[config.mk]
export PLATFORM = sky130hd
export DESIGN_NAME = pad_stream_gearbox
export DESIGN_NICKNAME = d
export VERILOG_FILES = /design/src/rtl/pad_stream_gearbox.sv
export SDC_FILE = /design/constraint.sdc
export NUM_CORES = 1
export LEC_CHECK = 0
export ABC_AREA = 1
export BUFFER_PORTS_ARGS = -buffer_cell sky130_fd_sc_hd__buf_2
export CAP_MARGIN = 30
export CORE_MARGIN = 2
export CORE_UTILIZATION = 58
export DETAILED_ROUTE_END_ITERATION = 6
export HOLD_SLACK_MARGIN = 0.12
export PLACE_DENSITY_LB_ADDON = 0.3
export SETUP_SLACK_MARGIN = 0.1
export SLEW_MARGIN = 5
export SYNTH_ARGS = -nofsm -noshare
export SYNTH_HDL_FRONTEND = slang
export SYNTH_SLANG_ARGS = --single-unit
[constraint.sdc]
create_clock -name wb_clk_i -period 8.32 [get_ports wb_clk_i]
set_input_delay 0 -clock wb_clk_i [delete_from_list [all_inputs] [get_ports wb_clk_i]]
set_output_delay 0 -clock wb_clk_i [all_outputs]
set_load 0.03 [all_outputs]
[src/rtl/pad_stream_gearbox.sv]
// Bidirectional pad <-> core stream gearbox: packs RATIO pad beats per core word on
// ingress (buffered in a DEPTH-entry FIFO) and unpacks core words into pad beats on egress.
module pad_stream_gearbox #(
   parameter  int PAD_W    = 8,
   parameter  int RATIO    = 2,
   parameter  int DEPTH    = 4,
   localparam int STREAM_W = PAD_W * RATIO,
   localparam int LVL_W    = $clog2(DEPTH) + 1
) (
   input  logic                wb_clk_i,
   input  logic                wb_rst_ni,
   input  logic                pack_en,
   input  logic                pad_in_valid,
   input  logic [PAD_W-1:0]    pad_in_data,
   input  logic                pad_in_last,
   output logic                pad_in_ready,
   output logic                core_in_valid,
   output logic [STREAM_W-1:0] core_in_data,
   output logic [RATIO-1:0]    core_in_keep,
   output logic                core_in_last,
   input  logic                core_in_ready,
   input  logic                core_out_valid,
   input  logic [STREAM_W-1:0] core_out_data,
   input  logic                core_out_last,
   output logic                core_out_ready,
   output logic                pad_out_valid,
   output logic [PAD_W-1:0]    pad_out_data,
   output logic                pad_out_last,
   input  logic                pad_out_ready,
   output logic [LVL_W-1:0]    fifo_level
);
   localparam int LANE_W = (RATIO > 1) ? $clog2(RATIO) : 1;
   localparam int AW     = $clog2(DEPTH);
   localparam int ENT_W  = STREAM_W + RATIO + 1;

   logic                run_r;
   logic                mode_r;
   logic                mode_s;
   logic                idle_s;
   logic [LANE_W-1:0]   last_idx_s;
   logic [LANE_W-1:0]   in_lane_r;
   logic [STREAM_W-1:0] acc_r;
   logic [STREAM_W-1:0] word_s;
   logic [RATIO-1:0]    keep_s;
   logic                accept_s;
   logic                complete_s;
   logic                pop_s;
   logic [ENT_W-1:0]    mem_r [DEPTH];
   logic [ENT_W-1:0]    head_s;
   logic [AW:0]         wr_ptr_r;
   logic [AW:0]         rd_ptr_r;
   logic [AW:0]         level_s;
   logic                full_s;
   logic                empty_s;
   logic [STREAM_W-1:0] hold_data_r;
   logic                hold_last_r;
   logic                hold_v_r;
   logic [LANE_W-1:0]   out_lane_r;
   logic                out_last_lane_s;
   logic                load_s;
   logic                beat_s;

   // The mode may only change with both directions idle; an idle cycle already uses the new mode.
   assign idle_s     = (in_lane_r == {LANE_W{1'b0}}) && empty_s && !hold_v_r;
   assign mode_s     = idle_s ? pack_en : mode_r;
   assign last_idx_s = mode_s ? LANE_W'(RATIO - 1) : {LANE_W{1'b0}};

   assign level_s    = wr_ptr_r - rd_ptr_r;
   assign full_s     = (level_s == (AW + 1)'(DEPTH));
   assign empty_s    = (level_s == {(AW + 1){1'b0}});
   assign fifo_level = level_s;

   assign pad_in_ready = run_r && !full_s;
   assign accept_s     = pad_in_valid && pad_in_ready;
   assign complete_s   = accept_s && ((in_lane_r == last_idx_s) || pad_in_last);
   assign pop_s        = !empty_s && core_in_ready;

   assign head_s        = mem_r[rd_ptr_r[AW-1:0]];
   assign core_in_valid = !empty_s;
   assign core_in_data  = empty_s ? {STREAM_W{1'b0}} : head_s[STREAM_W-1:0];
   assign core_in_keep  = empty_s ? {RATIO{1'b0}} : head_s[STREAM_W +: RATIO];
   assign core_in_last  = !empty_s && head_s[ENT_W-1];

   assign out_last_lane_s = (out_lane_r == last_idx_s);
   assign core_out_ready  = run_r && (!hold_v_r || (pad_out_ready && out_last_lane_s));
   assign load_s          = core_out_valid && core_out_ready;
   assign beat_s          = hold_v_r && pad_out_ready;
   assign pad_out_valid   = hold_v_r;
   assign pad_out_data    = hold_v_r ? hold_data_r[int'(out_lane_r) * PAD_W +: PAD_W] : {PAD_W{1'b0}};
   assign pad_out_last    = hold_v_r && hold_last_r && out_last_lane_s;

   // Merge the incoming beat into its lane; lanes above in_lane are still zero in acc_r.
   always_comb begin
      word_s = acc_r;
      keep_s = {RATIO{1'b0}};
      for (int k = 0; k < RATIO; k++) begin
         if (LANE_W'(k) == in_lane_r) begin
            word_s[k*PAD_W +: PAD_W] = pad_in_data;
         end else begin
            word_s[k*PAD_W +: PAD_W] = acc_r[k*PAD_W +: PAD_W];
         end
         keep_s[k] = (LANE_W'(k) <= in_lane_r);
      end
   end

   // Run flag, mode register and ingress lane accumulation.
   always_ff @(posedge wb_clk_i) begin
      if (!wb_rst_ni) begin
         run_r     <= 1'b0;
         mode_r    <= 1'b1;
         in_lane_r <= {LANE_W{1'b0}};
         acc_r     <= {STREAM_W{1'b0}};
      end else begin
         run_r  <= 1'b1;
         mode_r <= mode_s;
         if (complete_s) begin
            in_lane_r <= {LANE_W{1'b0}};
            acc_r     <= {STREAM_W{1'b0}};
         end else if (accept_s) begin
            in_lane_r <= in_lane_r + LANE_W'(1);
            acc_r     <= word_s;
         end
      end
   end

   // FIFO storage; contents are masked at the output while empty so no reset is needed.
   always_ff @(posedge wb_clk_i) begin
      if (complete_s) begin
         mem_r[wr_ptr_r[AW-1:0]] <= {pad_in_last, keep_s, word_s};
      end
   end

   // FIFO pointers with one extra wrap bit to tell full from empty.
   always_ff @(posedge wb_clk_i) begin
      if (!wb_rst_ni) begin
         wr_ptr_r <= {(AW + 1){1'b0}};
         rd_ptr_r <= {(AW + 1){1'b0}};
      end else begin
         if (complete_s) begin
            wr_ptr_r <= wr_ptr_r + (AW + 1)'(1);
         end
         if (pop_s) begin
            rd_ptr_r <= rd_ptr_r + (AW + 1)'(1);
         end
      end
   end

   // Egress holding register; a new word loads in the cycle its predecessor's last lane leaves.
   always_ff @(posedge wb_clk_i) begin
      if (!wb_rst_ni) begin
         hold_data_r <= {STREAM_W{1'b0}};
         hold_last_r <= 1'b0;
         hold_v_r    <= 1'b0;
         out_lane_r  <= {LANE_W{1'b0}};
      end else if (load_s) begin
         hold_data_r <= core_out_data;
         hold_last_r <= core_out_last;
         hold_v_r    <= 1'b1;
         out_lane_r  <= {LANE_W{1'b0}};
      end else if (beat_s) begin
         if (out_last_lane_s) begin
            hold_v_r   <= 1'b0;
            out_lane_r <= {LANE_W{1'b0}};
         end else begin
            out_lane_r <= out_lane_r + LANE_W'(1);
         end
      end
   end
endmodule

==> Implementation_results.wiki, run 1 <==
{| class="wikitable"
! Metric !! Value
|-
| Total nets after synthesis || 593
|-
| Initial detailed-routing violation count || 201
|-
| Arrival time reported for the critical path endpoint || 4930 ps
|-
| Seq/Total Area, Yosys || 0.584
|-
| Number of antenna violations at the first check in global routing || 0
|-
| Worst Path Required || 8730 ps
|-
| Normalized max-slew margin || 0.417
|-
| Tightest hold margin || 262 ps
|-
| Fin Setup TNS || 0 ps
|-
| Clk pwr share || 0.296
|-
| # nets final || 706
|-
| Cts hold-fix bufs || 48
|-
| Horizontal die dimension || 99.4 um
|-
| Final Core Density || 0.770
|-
| Path class of the lowest-slack min-delay path || input port to flop
|-
| Areal power density over the cells || 386 nW/um2
|-
| Number of fill cells || 532
|-
| Routed vias || 4208
|-
| Number of placement rows || 34
|-
| Via density per instance || 5.35
|-
| Total area of multi-input combinational cells || 1680 um2
|-
| Sink Count || 118
|-
| Post-detailed-placement half-perimeter wirelength || 6880 um
|-
| WS Path Type || flop to flop
|-
| Flop pwr share || 0.283
|-
| Final setup violation count || 0
|-
| Commonest cells after routing, fill and taps aside || sky130_fd_sc_hd__nand2_1, sky130_fd_sc_hd__inv_1, sky130_fd_sc_hd__nor2_1, sky130_fd_sc_hd__edfxtp_1, sky130_fd_sc_hd__buf_2
|-
| Clock period minus final worst setup slack || 4530 ps
|-
| Net switching power || 1080 uW
|-
| Wire length after detailed routing || 12100 um
|-
| Clock transition at the registers of the reported paths || 60 ps
|-
| Die span in y || 99.4 um
|-
| Maximum number of buffers from clock root to sink || 2
|-
| DRT Pass-1 Iters || 5
|-
| Total chip power || 2600 uW
|-
| Worst clock skew on the final layout || 10.6 ps
|-
| Number of buffers inserted by port buffering || 67
|-
| Combinational cell fraction of total power || 0.421
|-
| Number of buffers added by the clock tree synthesis step || 17
|-
| Maximum frequency from static timing analysis || 0.221 GHz
|-
| Via count of the first global-routing pass || 4142
|-
| Fin crit share || 0.544
|-
| Most common cell after layout, fill and taps aside || sky130_fd_sc_hd__nand2_1
|-
| Global route total overflow || 0
|-
| Flop2flop setup slack || 3790 ps
|-
| CTS H-tree depth || 4
|-
| Root buf cell || sky130_fd_sc_hd__clkbuf_8
|-
| FF/Latch Area || 3080 um2
|-
| Count of pins over their slew limit || 0
|-
| Endpoint class of the critical path || flop
|-
| Post-synthesis cell area || 5280 um2
|-
| Core area || 8760 um2
|-
| Peak supply drop || 0.221 mV
|-
| Clock latency on the worst-skew pair || 530 ps
|-
| Number of antenna repair diodes || 0
|-
| Largest stage delay on the critical path || 620 ps
|-
| Internal Dissipation || 1530 uW
|-
| Unrepaired setup endpoints after global routing || false
|-
| Count of instances resized after the clock tree is built || 0
|-
| Pin count of the biggest net entering global routing || 38
|-
| Measured slew at the worst slew-check pin || 872 ps
|-
| Syn avg cell area || 9.56 um2
|-
| Max-capacitance violation count || 0
|-
| I/O pin count || 68
|-
| Number of flip-flops and latches in the synthesized netlist || 118
|-
| Post-CTS setup buffer count || 0
|-
| Detailed-route DRC error count || 0
|-
| Switching share of power || 0.413
|-
| Most numerous cell on the critical path || sky130_fd_sc_hd__nand2_1
|-
| Final weighted congestion in routability-driven placement || 0.759
|-
| Critical path launch point type || flop
|-
| Routed wirelength normalized by instance count || 15.4 um
|-
| Number of nets still failing antenna checks after routing || 0
|-
| Worst setup slack after layout || 3790 ps
|-
| Number of warning messages in the yosys log || 0
|-
| Minimum setup slack after placement || 4550 ps
|-
| Area Overhead vs Synth || 27.9%
|-
| Critical path cell sequence || inv_1 -> ha_1 -> fa_1 -> inv_1 -> nand2_1 -> nand3_1 -> nand2_2 -> nand3_1 -> nand2_1 -> nand2_1 -> inv_1 -> ha_1 -> a21oi_1 -> inv_1 -> nand2_1 -> inv_1 -> nand2_1 -> clkinv_1 -> nand2_1 -> a21oi_1 -> dlygate4sd3_1
|-
| Effective utilization at floorplan || 0.602
|-
| Run status || finished, final reports clean
|-
| Final hold viol count || 0
|-
| GRT Util Overall || 0.262
|-
| Wire length of the first global-routing pass || 19900 um
|-
| Lkg Pwr || 0.00281 uW
|-
| Number of distinct library cells after synthesis || 30
|-
| Library cell contributing the largest single delay on the critical path || sky130_fd_sc_hd__nand2_1
|-
| Die outline area || 9870 um2
|-
| CTS tree || built
|-
| Cells after Synth || 552
|-
| Fraction of final layout cells sized beyond drive strength 1 || 0.239
|-
| Maximum net fanout on the critical path || 27
|}
[kinds of logic after synthesis]
family	Yosys count	synth area share
AOI/OAI and AO/OA	122	0.140
xor gates and xnor gates	1	0.00166
adders and majority gates	8	0.0204
buffers and inverters	117	0.0977
DFF	118	0.584
and+or+nand+nor	186	0.156
[routing by layer]
| layer | global-route usage | wire length (um) |
|---|---|---|
| met3 | 0.0604 | 758 |
| met5 | 0 | 0 |
| met4 | 0.111 | 216 |
| met1 | 0.326 | 5030 |
| met2 | 0.440 | 6130 |
[per-stage QoR]
stage,instance area [um2],std cells
after floorplan,5280,552
after global placement,5610,705
after detailed placement,5640,706
after CTS,6750,786
after global routing,6750,786
final,6750,786
[sequential cells by signal (all words and copies together) (netlist names), 3 cells and up, named ones only]
name	cells
wr_ptr_r	3
hold_data_r	16
rd_ptr_r	3
acc_r	16
mem_r	72
[cell type report]
cell class	count	share of cell area
Clock buffer	17	0.0614
Clock inverter	15	0.0312
Inverter	90	0.0512
Multi-Input combinational cell	317	0.249
Sequential cell	118	0.457
Tap cell	108	0.0200
Timing Repair Buffer	121	0.131
[critical path, delay by kind of cell, from the launching register on]
family                     cells  cell delay (ps)
buffers and inverters          7             1420
AOI/OAI and AO/OA              2              270
DFF                            1              400
adders and majority gates      3              920
and+or+nand+nor                9             1390
[cells in the mapped netlist]
library cell / n / area (um2)
sky130_fd_sc_hd__clkbuf_1: 13 / 48.8
sky130_fd_sc_hd__nand2_2: 14 / 87.6
sky130_fd_sc_hd__edfxtp_1: 72 / 2160
sky130_fd_sc_hd__o32ai_1: 18 / 158
sky130_fd_sc_hd__inv_2: 12 / 45.0
sky130_fd_sc_hd__xor2_1: 1 / 8.76
sky130_fd_sc_hd__a21oi_1: 33 / 165
sky130_fd_sc_hd__nor2_1: 72 / 270
sky130_fd_sc_hd__nand4_1: 2 / 12.5
sky130_fd_sc_hd__a31oi_1: 1 / 6.26
sky130_fd_sc_hd__buf_4: 1 / 7.51
sky130_fd_sc_hd__nand2_1: 75 / 282
sky130_fd_sc_hd__o21ai_0: 54 / 270
sky130_fd_sc_hd__nand3_4: 1 / 17.5
sky130_fd_sc_hd__nand3_2: 2 / 20.0
sky130_fd_sc_hd__nor2_2: 10 / 62.6
sky130_fd_sc_hd__nand2_4: 3 / 33.8
sky130_fd_sc_hd__o21ai_2: 16 / 140
sky130_fd_sc_hd__buf_2: 7 / 35.0
sky130_fd_sc_hd__dfxtp_1: 46 / 921
sky130_fd_sc_hd__buf_6: 1 / 11.3
sky130_fd_sc_hd__clkinv_1: 3 / 11.3
sky130_fd_sc_hd__fa_1: 1 / 20.0
sky130_fd_sc_hd__buf_12: 3 / 60.1
sky130_fd_sc_hd__nand3_1: 6 / 30.0
sky130_fd_sc_hd__buf_1: 2 / 7.51
sky130_fd_sc_hd__inv_8: 1 / 11.3
sky130_fd_sc_hd__nor3_1: 1 / 5.00
sky130_fd_sc_hd__inv_1: 74 / 278
sky130_fd_sc_hd__ha_1: 7 / 87.6
[power by group through the flow]
stage / clock network (uW) / logic (uW) / registers (uW)
2_1_floorplan: 0 / 824 / 733
4_1_cts: 775 / 1090 / 736
3_3_place_gp: 0 / 1030 / 745
3_5_place_dp: 0 / 1060 / 748
5_1_grt: 804 / 1200 / 744
6_report: 770 / 1090 / 737
[path summary, 6_finish.rpt]
path                       start        endpoint  cells after the start
setup / recovery     wr_ptr_r[0]  hold_data_r[1]                     21
hold / removal       pad_in_last    mem_r[1][18]                      2
setup reg to reg     wr_ptr_r[0]  hold_data_r[1]                     21
hold reg to reg   hold_data_r[9]  hold_data_r[9]                      2
Note: power is estimated with default switching activity, not from simulation.
==> inputs of run 2 (changes only) <==
==> constraint.sdc (replaced) <==
create_clock -name wb_clk_i -period 4.5 [get_ports wb_clk_i]
set_input_delay 0 -clock wb_clk_i [delete_from_list [all_inputs] [get_ports wb_clk_i]]
set_output_delay 0 -clock wb_clk_i [all_outputs]
set_load 0.03 [all_outputs]
==> Implementation_results.wiki, run 2 (synthesis gave the netlist of run 1 again) <==
{| class="wikitable"
! Metric !! Value
|-
| Clk pwr share || 0.268
|-
| Fin crit share || 0.988
|-
| R2R Path Start || wr_ptr_r[0]
|-
| Number of antenna violations at the first check in global routing || 0
|-
| Commonest cells after routing, fill and taps aside || sky130_fd_sc_hd__inv_1, sky130_fd_sc_hd__nand2_1, sky130_fd_sc_hd__nor2_1, sky130_fd_sc_hd__edfxtp_1, sky130_fd_sc_hd__buf_2
|-
| Root buf cell || sky130_fd_sc_hd__clkbuf_8
|-
| Maximum number of buffers from clock root to sink || 2
|-
| Clock latency on the worst-skew pair || 520 ps
|-
| Worst reg2reg path endpoint || hold_last_r
|-
| Final setup violation count || 0
|-
| Path class of the lowest-slack min-delay path || input port to flop
|-
| DRT Pass-1 Iters || 5
|-
| Number of buffers added by the clock tree synthesis step || 17
|-
| Clock transition at the registers of the reported paths || 60 ps
|-
| Number of nets still failing antenna checks after routing || 0
|-
| Number of fill cells || 462
|-
| Post-detailed-placement half-perimeter wirelength || 6720 um
|-
| Non-filler cells, final || 809
|-
| Horizontal die dimension || 99.4 um
|-
| Die span in y || 99.4 um
|-
| Tightest hold margin || 258 ps
|-
| Library cell contributing the largest single delay on the critical path || sky130_fd_sc_hd__dlygate4sd3_1
|-
| Effective utilization at floorplan || 0.602
|-
| I/O pin count || 68
|-
| Minimum setup slack after placement || 1460 ps
|-
| Die outline area || 9870 um2
|-
| Fraction of final layout cells sized beyond drive strength 1 || 0.251
|-
| Flop pwr share || 0.289
|-
| # nets final || 729
|-
| Normalized max-slew margin || 0.401
|-
| Arrival time reported for the critical path endpoint || 4900 ps
|-
| Net switching power || 2100 uW
|-
| Detailed-route DRC error count || 0
|-
| Maximum frequency from static timing analysis || 0.225 GHz
|-
| Worst setup slack after layout || 53.5 ps
|-
| Lkg Pwr || 0.00289 uW
|-
| R2R cell count || 22
|-
| Wire length of the first global-routing pass || 22300 um
|-
| Max-capacitance violation count || 0
|-
| Measured slew at the worst slew-check pin || 897 ps
|-
| Final hold viol count || 0
|-
| Core area || 8760 um2
|-
| Wire length after detailed routing || 14700 um
|-
| Critical path cell sequence || inv_1 -> ha_1 -> fa_1 -> inv_1 -> nand2_1 -> nand3_1 -> nand2_2 -> nand3_1 -> nand2_2 -> nand2_2 -> inv_1 -> ha_1 -> a21oi_2 -> inv_1 -> nand2_1 -> inv_1 -> nand2_4 -> buf_12 -> o21ai_0 -> dlygate4sd3_1 -> a21oi_1 -> dlygate4sd3_1
|-
| Global route total overflow || 0
|-
| Flop2flop setup slack || 50 ps
|-
| Fin Setup TNS || 0 ps
|-
| Most common cell after layout, fill and taps aside || sky130_fd_sc_hd__inv_1
|-
| # placed instances || 707
|-
| Via density per instance || 5.66
|-
| Critical path launch point type || flop
|-
| Via count of the first global-routing pass || 4595
|-
| WS Path Type || flop to flop
|-
| Run status || finished, final reports clean
|-
| GRT Util Overall || 0.296
|-
| Hold-critical path depth || 2
|-
| Number of flip-flops under the largest register name || 72
|-
| Routed vias || 4580
|-
| Worst clock skew on the final layout || 8.68 ps
|-
| Initial detailed-routing violation count || 323
|-
| Switching share of power || 0.436
|-
| Worst Path Required || 4960 ps
|-
| Peak supply drop || 0.409 mV
|-
| Startpoint of the lowest-slack hold path || pad_in_last
|-
| Combinational cell fraction of total power || 0.443
|-
| Largest stage delay on the critical path || 640 ps
|-
| Sink Count || 118
|-
| Routed wirelength normalized by instance count || 18.2 um
|-
| Most numerous cell on the critical path || sky130_fd_sc_hd__inv_1
|-
| Maximum net fanout on the critical path || 13
|-
| Total chip power || 4810 uW
|-
| CTS tree || built
|-
| Final weighted congestion in routability-driven placement || 0.777
|-
| Internal Dissipation || 2710 uW
|-
| Number of placement rows || 34
|-
| Worst hold endpoint || mem_r[0][18]
|-
| Areal power density over the cells || 692 nW/um2
|-
| Endpoint class of the critical path || flop
|-
| Number of antenna repair diodes || 0
|-
| Area Overhead vs Synth || 31.8%
|-
| Count of pins over their slew limit || 0
|-
| Pin count of the biggest net entering global routing || 38
|-
| Clock period minus final worst setup slack || 4450 ps
|-
| Number of buffers inserted by port buffering || 67
|-
| CTS H-tree depth || 4
|}
run 2: changes by cell type in the layout (fill, tap and decap cells not counted), moves of 2 or more:
cell | before | now
sky130_fd_sc_hd__clkinv_1 | 5 | 3
sky130_fd_sc_hd__bufinv_16 | 5 | 2
sky130_fd_sc_hd__clkinv_2 | 4 | 2
sky130_fd_sc_hd__clkinvlp_4 | 2 | 6
sky130_fd_sc_hd__nand2_1 | 75 | 72
sky130_fd_sc_hd__clkinv_4 | 2 | 4
sky130_fd_sc_hd__dlygate4sd3_1 | 48 | 64
sky130_fd_sc_hd__buf_4 | 5 | 9
sky130_fd_sc_hd__nand2_2 | 14 | 16
run 2: metrics by stage:
stage          utilization  area, um2
2_1_floorplan            -       5280
3_3_place_gp         0.641       5620
3_5_place_dp         0.644       5650
4_1_cts              0.786       6890
5_1_grt              0.794       6950
6_report             0.794       6950
run 2: worst max-delay path by stage:
stage,startpoint,to,slack [ps]
after floorplan,wr_ptr_r[0],mem_r[0][0],1330
after global placement,wr_ptr_r[0],pad_out_valid,1610
after detailed placement,wr_ptr_r[0],pad_out_valid,1460
after CTS,wr_ptr_r[0],hold_data_r[9],290
after global routing,wr_ptr_r[0],hold_data_r[6],-40
final,wr_ptr_r[0],hold_last_r,50
run 2: final cells by class:
| cell class | instances | area [um2] | area share |
|---|---|---|---|
| flip-flops and latches | 118 | 3080 | 0.444 |
| multi-input cells | 317 | 1690 | 0.243 |
| clock inverters | 15 | 158 | 0.0227 |
| well taps | 108 | 135 | 0.0194 |
| inverters | 90 | 349 | 0.0502 |
| repair inverters | 1 | 5.00 | 0.000720 |
| clock buffers | 17 | 414 | 0.0596 |
| repair buffers | 143 | 1120 | 0.160 |
run 2: layer usage:
| metal | up-vias | track usage | wire length, um | part of all wire |
|---|---|---|---|---|
| met5 | - | 0 | 0 | 0 |
| met4 | 0 | 0.134 | 630 | 0.043 |
| met3 | 61 | 0.0689 | 1330 | 0.090 |
| met2 | 320 | 0.516 | 7510 | 0.51 |
| met1 | 2110 | 0.348 | 5260 | 0.36 |
| li1 | 2089 | - | - | - |
run 2: timing repair:
| action | CTS | global route |
|---|---|---|
| buffers inserted | 0 | 4 |
| hold buffers | 67 | 0 |
| setup endpoints to repair | 0 | 17 |
| gates resized for setup | 0 | 10 |
| hold endpoints to repair | 114 | 0 |
run 2: power by group through the flow:
stage / clock network, uW / registers, uW / logic, uW
6_report: 1290 / 1390 / 2130
5_1_grt: 1340 / 1400 / 2300
4_1_cts: 1290 / 1380 / 2020
3_5_place_dp: 0 / 1400 / 1950
3_3_place_gp: 0 / 1420 / 1860
2_1_floorplan: 0 / 1360 / 1520
run 2: critical path: cells and delay by family (launching register included):
kind                     cells  cell delay (ps)
AO/OA/AOI/OAI                3              460
adder cells (fa/ha/maj)      3              920
buffers and inverters        8             1730
flip-flops                   1              370
AND/OR/NAND/NOR              8              890
